$ cat src/rtl/gpio_in_debounce_pkg.sv
// Shared types and constants for the GPIO input conditioning channels.
// Latency: n/a (package only).
// Backpressure: n/a (package only).
package gpio_cond_pkg;

  // Per-channel debounce state; 2-bit encoding.
  typedef enum logic [1:0] {
    STABLE_LO = 2'd0,
    QUAL_HI   = 2'd1,
    STABLE_HI = 2'd2,
    QUAL_LO   = 2'd3
  } deb_state_e;

  // Depth of the pad synchroniser in front of each channel FSM.
  localparam int SYNC_STAGES = 2;

  // 1 ms of stable input at a 50 MHz fabric clock.
  localparam int DEFAULT_DEBOUNCE_CYCLES = 50000;

endpackage

$ cat src/rtl/gpio_in_debounce_if.sv
// Bundle of pad inputs and conditioned outputs for the GPIO input stage.
// Latency: n/a (wires only).
// Backpressure: none; levels and strobes are free-running.
interface gpio_in_debounce_if #(
  parameter int WIDTH = 2
);

  logic [WIDTH-1:0] PAD_IN;
  logic [WIDTH-1:0] GPIO_IN;
  logic [WIDTH-1:0] EDGE_RISE;
  logic [WIDTH-1:0] EDGE_FALL;
  logic [WIDTH-1:0] BUSY;

  // Board / stimulus side: drives pads, observes conditioned levels.
  modport master (
    output PAD_IN,
    input  GPIO_IN,
    input  EDGE_RISE,
    input  EDGE_FALL,
    input  BUSY
  );

  // Conditioning block side.
  modport slave (
    input  PAD_IN,
    output GPIO_IN,
    output EDGE_RISE,
    output EDGE_FALL,
    output BUSY
  );

endinterface

$ cat src/rtl/gpio_debounce_chan.sv
// Single-bit pad synchroniser + debounce FSM with registered level, edge strobes and busy flag.
// Latency: clean step reaches lvl_o after SYNC_STAGES + 1 + DEBOUNCE_CYCLES edges.
// Backpressure: none; output level and strobes are unconditional.
module gpio_debounce_chan
  import gpio_cond_pkg::*;
#(
  parameter int DEBOUNCE_CYCLES = DEFAULT_DEBOUNCE_CYCLES
) (
  input  logic clk_i,
  input  logic rst_n_i,
  input  logic pad_i,
  output logic lvl_o,
  output logic rise_o,
  output logic fall_o,
  output logic busy_o
);

  localparam int CNT_W = $clog2(DEBOUNCE_CYCLES);
  localparam logic [CNT_W-1:0] CNT_LAST = CNT_W'(DEBOUNCE_CYCLES - 1);

  logic [SYNC_STAGES-1:0] sync_q;
  logic [SYNC_STAGES-1:0] sync_d;
  logic                   s2;

  deb_state_e             state_q;
  logic [CNT_W-1:0]       cnt_q;
  logic                   lvl_q;
  logic                   rise_q;
  logic                   fall_q;
  logic                   busy_q;

  assign sync_d = {sync_q[SYNC_STAGES-2:0], pad_i};
  assign s2     = sync_q[SYNC_STAGES-1];

  // Shift the raw pad into the clock domain; the FSM only ever sees the last stage.
  always_ff @(posedge clk_i) begin
    if (!rst_n_i) begin
      sync_q <= '0;
    end else begin
      sync_q <= sync_d;
    end
  end

  // Debounce FSM: a candidate level must hold for DEBOUNCE_CYCLES+1 samples; any glitch aborts.
  always_ff @(posedge clk_i) begin
    if (!rst_n_i) begin
      state_q <= STABLE_LO;
      cnt_q   <= '0;
      lvl_q   <= 1'b0;
      rise_q  <= 1'b0;
      fall_q  <= 1'b0;
      busy_q  <= 1'b0;
    end else begin
      rise_q <= 1'b0;
      fall_q <= 1'b0;
      case (state_q)
        STABLE_LO: begin
          if (s2) begin
            state_q <= QUAL_HI;
            cnt_q   <= '0;
            busy_q  <= 1'b1;
          end
        end
        QUAL_HI: begin
          if (!s2) begin
            state_q <= STABLE_LO;
            cnt_q   <= '0;
            busy_q  <= 1'b0;
          end else if (cnt_q == CNT_LAST) begin
            state_q <= STABLE_HI;
            cnt_q   <= '0;
            lvl_q   <= 1'b1;
            rise_q  <= 1'b1;
            busy_q  <= 1'b0;
          end else begin
            cnt_q <= cnt_q + 1'b1;
          end
        end
        STABLE_HI: begin
          if (!s2) begin
            state_q <= QUAL_LO;
            cnt_q   <= '0;
            busy_q  <= 1'b1;
          end
        end
        QUAL_LO: begin
          if (s2) begin
            state_q <= STABLE_HI;
            cnt_q   <= '0;
            busy_q  <= 1'b0;
          end else if (cnt_q == CNT_LAST) begin
            state_q <= STABLE_LO;
            cnt_q   <= '0;
            lvl_q   <= 1'b0;
            fall_q  <= 1'b1;
            busy_q  <= 1'b0;
          end else begin
            cnt_q <= cnt_q + 1'b1;
          end
        end
        default: begin
          state_q <= STABLE_LO;
          cnt_q   <= '0;
          lvl_q   <= 1'b0;
          busy_q  <= 1'b0;
        end
      endcase
    end
  end

  assign lvl_o  = lvl_q;
  assign rise_o = rise_q;
  assign fall_o = fall_q;
  assign busy_o = busy_q;

endmodule

$ cat src/rtl/gpio_in_debounce.sv
// Synchronises and debounces WIDTH raw pad inputs for the MSS GPIO_IN pins, plus edge strobes.
// Latency: clean pad step appears on GPIO_IN 2 + DEBOUNCE_CYCLES + 1 edges after first sample.
// Backpressure: none; every channel runs independently and continuously.
module gpio_in_debounce
  import gpio_cond_pkg::*;
#(
  parameter int WIDTH           = 2,
  parameter int DEBOUNCE_CYCLES = DEFAULT_DEBOUNCE_CYCLES
) (
  input  logic               CLK,
  input  logic               RESET_N,
  gpio_in_debounce_if.slave  bus
);

  logic [WIDTH-1:0] lvl_w;
  logic [WIDTH-1:0] rise_w;
  logic [WIDTH-1:0] fall_w;
  logic [WIDTH-1:0] busy_w;

  for (genvar i = 0; i < WIDTH; i++) begin : g_chan
    gpio_debounce_chan #(
      .DEBOUNCE_CYCLES (DEBOUNCE_CYCLES)
    ) u_chan (
      .clk_i   (CLK),
      .rst_n_i (RESET_N),
      .pad_i   (bus.PAD_IN[i]),
      .lvl_o   (lvl_w[i]),
      .rise_o  (rise_w[i]),
      .fall_o  (fall_w[i]),
      .busy_o  (busy_w[i])
    );
  end

  assign bus.GPIO_IN   = lvl_w;
  assign bus.EDGE_RISE = rise_w;
  assign bus.EDGE_FALL = fall_w;
  assign bus.BUSY      = busy_w;

endmodule

$ cat src/flat_wrapper.sv
// flat-port wrapper written by rule: the top's interface ports become plain ports
module gpio_in_debounce_flat import gpio_cond_pkg::*;
#(
  parameter int WIDTH           = 2,
  parameter int DEBOUNCE_CYCLES = DEFAULT_DEBOUNCE_CYCLES
)
  (CLK, RESET_N, bus_PAD_IN, bus_GPIO_IN, bus_EDGE_RISE, bus_EDGE_FALL, bus_BUSY);
  gpio_in_debounce_if #(.WIDTH(WIDTH)) bus_i ();
  input  logic CLK;
  input  logic RESET_N;
  input wire logic [$bits(bus_i.PAD_IN)-1:0] bus_PAD_IN;
  output wire logic [$bits(bus_i.GPIO_IN)-1:0] bus_GPIO_IN;
  output wire logic [$bits(bus_i.EDGE_RISE)-1:0] bus_EDGE_RISE;
  output wire logic [$bits(bus_i.EDGE_FALL)-1:0] bus_EDGE_FALL;
  output wire logic [$bits(bus_i.BUSY)-1:0] bus_BUSY;
  assign bus_i.PAD_IN = bus_PAD_IN;
  assign bus_GPIO_IN = bus_i.GPIO_IN;
  assign bus_EDGE_RISE = bus_i.EDGE_RISE;
  assign bus_EDGE_FALL = bus_i.EDGE_FALL;
  assign bus_BUSY = bus_i.BUSY;
  gpio_in_debounce #(.WIDTH(WIDTH), .DEBOUNCE_CYCLES(DEBOUNCE_CYCLES)) u_core (.CLK(CLK), .RESET_N(RESET_N), .bus(bus_i));
endmodule
$ cat config.mk
export PLATFORM = sky130hd
export DESIGN_NAME = gpio_in_debounce_flat
export DESIGN_NICKNAME = d
export VERILOG_FILES = /design/src/rtl/gpio_in_debounce_pkg.sv /design/src/rtl/gpio_in_debounce_if.sv /design/src/rtl/gpio_debounce_chan.sv /design/src/rtl/gpio_in_debounce.sv /design/src/flat_wrapper.sv
export SDC_FILE = /design/constraint.sdc
export NUM_CORES = 1
export LEC_CHECK = 0
export BUFFER_PORTS_ARGS = -buffer_cell sky130_fd_sc_hd__buf_4
export CORE_MARGIN = 4
export CORE_UTILIZATION = 30
export CTS_CLUSTER_DIAMETER = 150
export CTS_CLUSTER_SIZE = 14
export DETAILED_ROUTE_END_ITERATION = 8
export PLACE_DENSITY = 0.43
export SYNTH_ARGS = -nofsm -noshare
export SYNTH_HDL_FRONTEND = slang
export SYNTH_HIERARCHICAL = 1
export SYNTH_SLANG_ARGS = --single-unit
$ cat constraint.sdc
create_clock -name CLK -period 2.6 [get_ports CLK]
set_clock_uncertainty 0.05 [all_clocks]
set_input_delay 0.13 -clock CLK [delete_from_list [all_inputs] [get_ports CLK]]
set_output_delay 0.13 -clock CLK [all_outputs]
set_load 0.02 [all_outputs]
==> impl_metrics.yaml <==
sta:
  fin_crit_ns: 2.06
  final_count_of_pins_violating_max_slew: 0
  post_route_hold_slack_ns: 0.137
  final.period_utilization_pct: 79.0
  fmaxAchievable_mhz: 487
  setup-violations-final: 0
  setup_tns_ns: 0
  timing.slew.headroom_pct: 61.7
  unrepaired_setup_endpoints_after_global_routing: "false"
  report.final.hold_viol_count: 0
  worst_pin_slew_ns: 0.573
pwr:
  report.power.total_mw: 1.23
  power_density_nw_per_um2: 469
  peakVddDrop_uv: 172
  p_leak_nw: 0.903
worst_setup_path:
  timing.critical_path.arrival_ns: 2.17
  critical_path.startpoint_type: "flop"
  max_stage_delay_ns: 0.56
  cpLargestDelayFamily: "simple AND/OR/NAND/NOR gates"
  critPathKind: "reg -> reg"
  worstSetupEndpointType: "flop"
  worstReg2RegStart: "u_core/g_chan[1].u_chan/cnt_q[4]"
  path_buf_inv: 0
  timing.critical_path.cells: "or4b_4 -> nor4_4 -> nor2_4 -> a41oi_1 -> a31oi_1"
  crit_path_top_delay_cell: "sky130_fd_sc_hd__or4b_4"
  worstSetupStartpoint: "u_core/g_chan[1].u_chan/cnt_q[4]"
  crit_path_max_fo: 19
  rrSetupSlack_ns: 0.54
  critPathRequiredTime_ns: 2.72
placed_design:
  globalplace.congestion: 0.720
  port_buffers: 11
  hpwlAfterDp_um: 3530
  place_area_um2: 2530
  dp_cells: 378
floorplanning:
  die_w_um: 96.2
  num_io_pins: 12
  fp.dieH_um: 96.2
  row_count: 31
  core_area_um2: 7410
  start_util_pct: 31.5
  area_of_the_die_um2: 9260
clocking:
  cts_tree: "yes"
  total_clock_sinks: 48
  path_clk_slew_ns: 0.09
  worstSkewPairLatency_ns: 0.30
  number_of_levels_the_h_tree_was_split_into: 2
  number_of_cts_inserted_buffers: 5
  clockBufferDepth: 2
  cts_root_buffer: "sky130_fd_sc_hd__clkbuf_8"
  ctsResizeCount: 0
global_route:
  wire_length_of_the_first_global_routing_pass_um: 8540
  gr-total-overflow: 0
  grt.total_usage_pct: 11.7
  first_global_vias: 1846
  antenna_found_initial: 0
  pin_count_of_the_biggest_net_entering_global_routing: 29
flow_run:
  max-cap-violations: 0
routing:
  drt-total-wl_um: 4990
  drt-wirelength-per-cell_um: 12.9
  routed-via-count: 1952
  dr.pass1.iters: 4
  via_per_inst: 5.04
  drc_errors: 0
  detail-route-antenna-nets: 0
  detail_route.iter0.violations: 52
layout:
  footprint_of_the_multi_input_gates_um2: 1300
  drive_above_1_share_pct: 11.8
  diodes: 0
  final_nets: 294
  final_area_um2: 2630
  register_area_um2: 961
  layout-area-overhead-vs-synth_pct: 12.5
  fin_cells: 387
  filler_cell_count: 795
synthesis:
  synthFlopType: "sky130_fd_sc_hd__dfxtp_1"
  synth_fp_nets: 278
  netlist_area_um2: 2340
  synth-seq-area-share_pct: 41.1
  yosys.cell_types.count: 46
  synth_edf_count: 0
  asyncSetResetFlopFracSynth_pct: 0
  ys_ff_latch: 48
  synthesis.area_per_instance_um2: 8.59
  syn_inst: 272
  synth_warnings: 6
worst_hold_path:
  tightest_hold_check_type: "in -> reg"
  hp-start: "RESET_N"
run_status:
  outcome: "completed"
report_power, final:
part | switching (mW) | internal (mW) | total [mW]
combinational | 0.0311 | 0.0211 | 0.0523
sequential | 0.00490 | 0.740 | 0.745
clock | 0.253 | 0.183 | 0.436
logic make-up after synthesis:
| logic type | count (synthesis) | share of synthesized area [%] |
|---|---|---|
| and+or+nand+nor | 129 | 32.8 |
| AOI/OAI and AO/OA | 67 | 17.6 |
| DFF | 48 | 41.1 |
| buffers and inverters | 16 | 3.21 |
| xor gates and xnor gates | 8 | 3.32 |
| muxes | 2 | 0.857 |
| adders and majority gates | 2 | 1.07 |
state kept, by name, summed over array words and instances, names as in the netlist, named ones only:
signal                        cells
u_core/g_chan.u_chan/state_q      2
u_core/g_chan.u_chan/rise_o       2
u_core/g_chan.u_chan/busy_o       2
u_core/g_chan.u_chan/sync_q       4
u_core/g_chan.u_chan/lvl_o        2
u_core/g_chan.u_chan/fall_o       2
u_core/g_chan.u_chan/cnt_q       32
per-stage QoR:
| step | utilization (%) | worst slack [ns] |
|---|---|---|
| final | 35.5 | 0.545 |
| after CTS | 35.5 | 0.528 |
| after detailed placement | 34.1 | 0.543 |
| after global routing | 35.5 | 0.413 |
| after global placement | 34.1 | 0.557 |
| after floorplan | - | 0.710 |
Yosys cell counts, types with 3 or more instances:
| library cell | n | share of area (%) |
|---|---|---|
| sky130_fd_sc_hd__dfxtp_1 | 48 | 41 |
| sky130_fd_sc_hd__nand2_1 | 31 | 5.0 |
| sky130_fd_sc_hd__a31oi_1 | 20 | 5.4 |
| sky130_fd_sc_hd__nand3_1 | 17 | 3.6 |
| sky130_fd_sc_hd__a21oi_1 | 16 | 3.4 |
| sky130_fd_sc_hd__nor2_1 | 16 | 2.6 |
| sky130_fd_sc_hd__o21ai_0 | 12 | 2.6 |
| sky130_fd_sc_hd__and2_1 | 8 | 2.1 |
| sky130_fd_sc_hd__and3_1 | 8 | 2.1 |
| sky130_fd_sc_hd__inv_1 | 8 | 1.3 |
| sky130_fd_sc_hd__nor2b_1 | 7 | 1.9 |
| sky130_fd_sc_hd__clkbuf_1 | 6 | 0.96 |
| sky130_fd_sc_hd__nand4_1 | 6 | 1.6 |
| sky130_fd_sc_hd__xor2_1 | 6 | 2.2 |
| sky130_fd_sc_hd__nor3b_1 | 5 | 1.6 |
| sky130_fd_sc_hd__o21a_1 | 5 | 1.6 |
| sky130_fd_sc_hd__a41oi_1 | 4 | 1.5 |
| sky130_fd_sc_hd__or3_1 | 4 | 1.1 |
| sky130_fd_sc_hd__nand3b_1 | 3 | 0.96 |
| sky130_fd_sc_hd__nand4b_1 | 3 | 1.1 |
| sky130_fd_sc_hd__nor3_1 | 3 | 0.64 |
| sky130_fd_sc_hd__o211ai_1 | 3 | 0.96 |
timing repair:
| item | CTS | global route |
|---|---|---|
| buffers inserted | 0 | 0 |
| endpoints found under the hold margin | 2 | 0 |
| endpoints found under the setup margin | 0 | 0 |
| hold buffers | 2 | 0 |
cell type report:
type,count,share of cell area (%)
Inverter,8,1.14
Sequential cell,48,36.6
Clock buffer,5,2.62
Clock inverter,2,0.476
Multi-Input combinational cell,208,49.5
Tap cell,99,4.71
Timing Repair Buffer,17,5.05
path summary, 6_finish.rpt:
path	end	cells after the start
max	u_core/g_chan[1].u_chan/cnt_q[15]	5
min	u_core/g_chan[1].u_chan/state_q[0]	3
max reg2reg	u_core/g_chan[1].u_chan/cnt_q[15]	5
min reg2reg	u_core/g_chan[0].u_chan/sync_q[1]	1
per-layer routing:
metal / share of wire, % / GRT usage, % / up-vias / routed length, um
met5: 0 / 0 / - / 0
met2: 46 / 19.1 / 13 / 2280
met3: 1.8 / 2.58 / 7 / 89
met1: 51 / 15.0 / 905 / 2550
met4: 1.3 / 4.27 / 0 / 67
li1: - / - / 1027 / -
layout by cell type, fill, tap and decap left out, types with 7 or more instances in the layout:
cell type and count:
sky130_fd_sc_hd__a21oi_1 16, sky130_fd_sc_hd__nor2_1 16, sky130_fd_sc_hd__o21ai_0 12, sky130_fd_sc_hd__buf_4 15, sky130_fd_sc_hd__nor2b_1 7, sky130_fd_sc_hd__inv_1 8
sky130_fd_sc_hd__a31oi_1 20, sky130_fd_sc_hd__nand2_1 31, sky130_fd_sc_hd__and2_1 8, sky130_fd_sc_hd__nand3_1 17, sky130_fd_sc_hd__dfxtp_1 48, sky130_fd_sc_hd__and3_1 8
tightest hold or removal path, delay by kind of cell:
kind          cells  cell delay [ns]
buf+inv           1             0.19
simple gates      2             0.12
(Power assumes the default switching activity.)
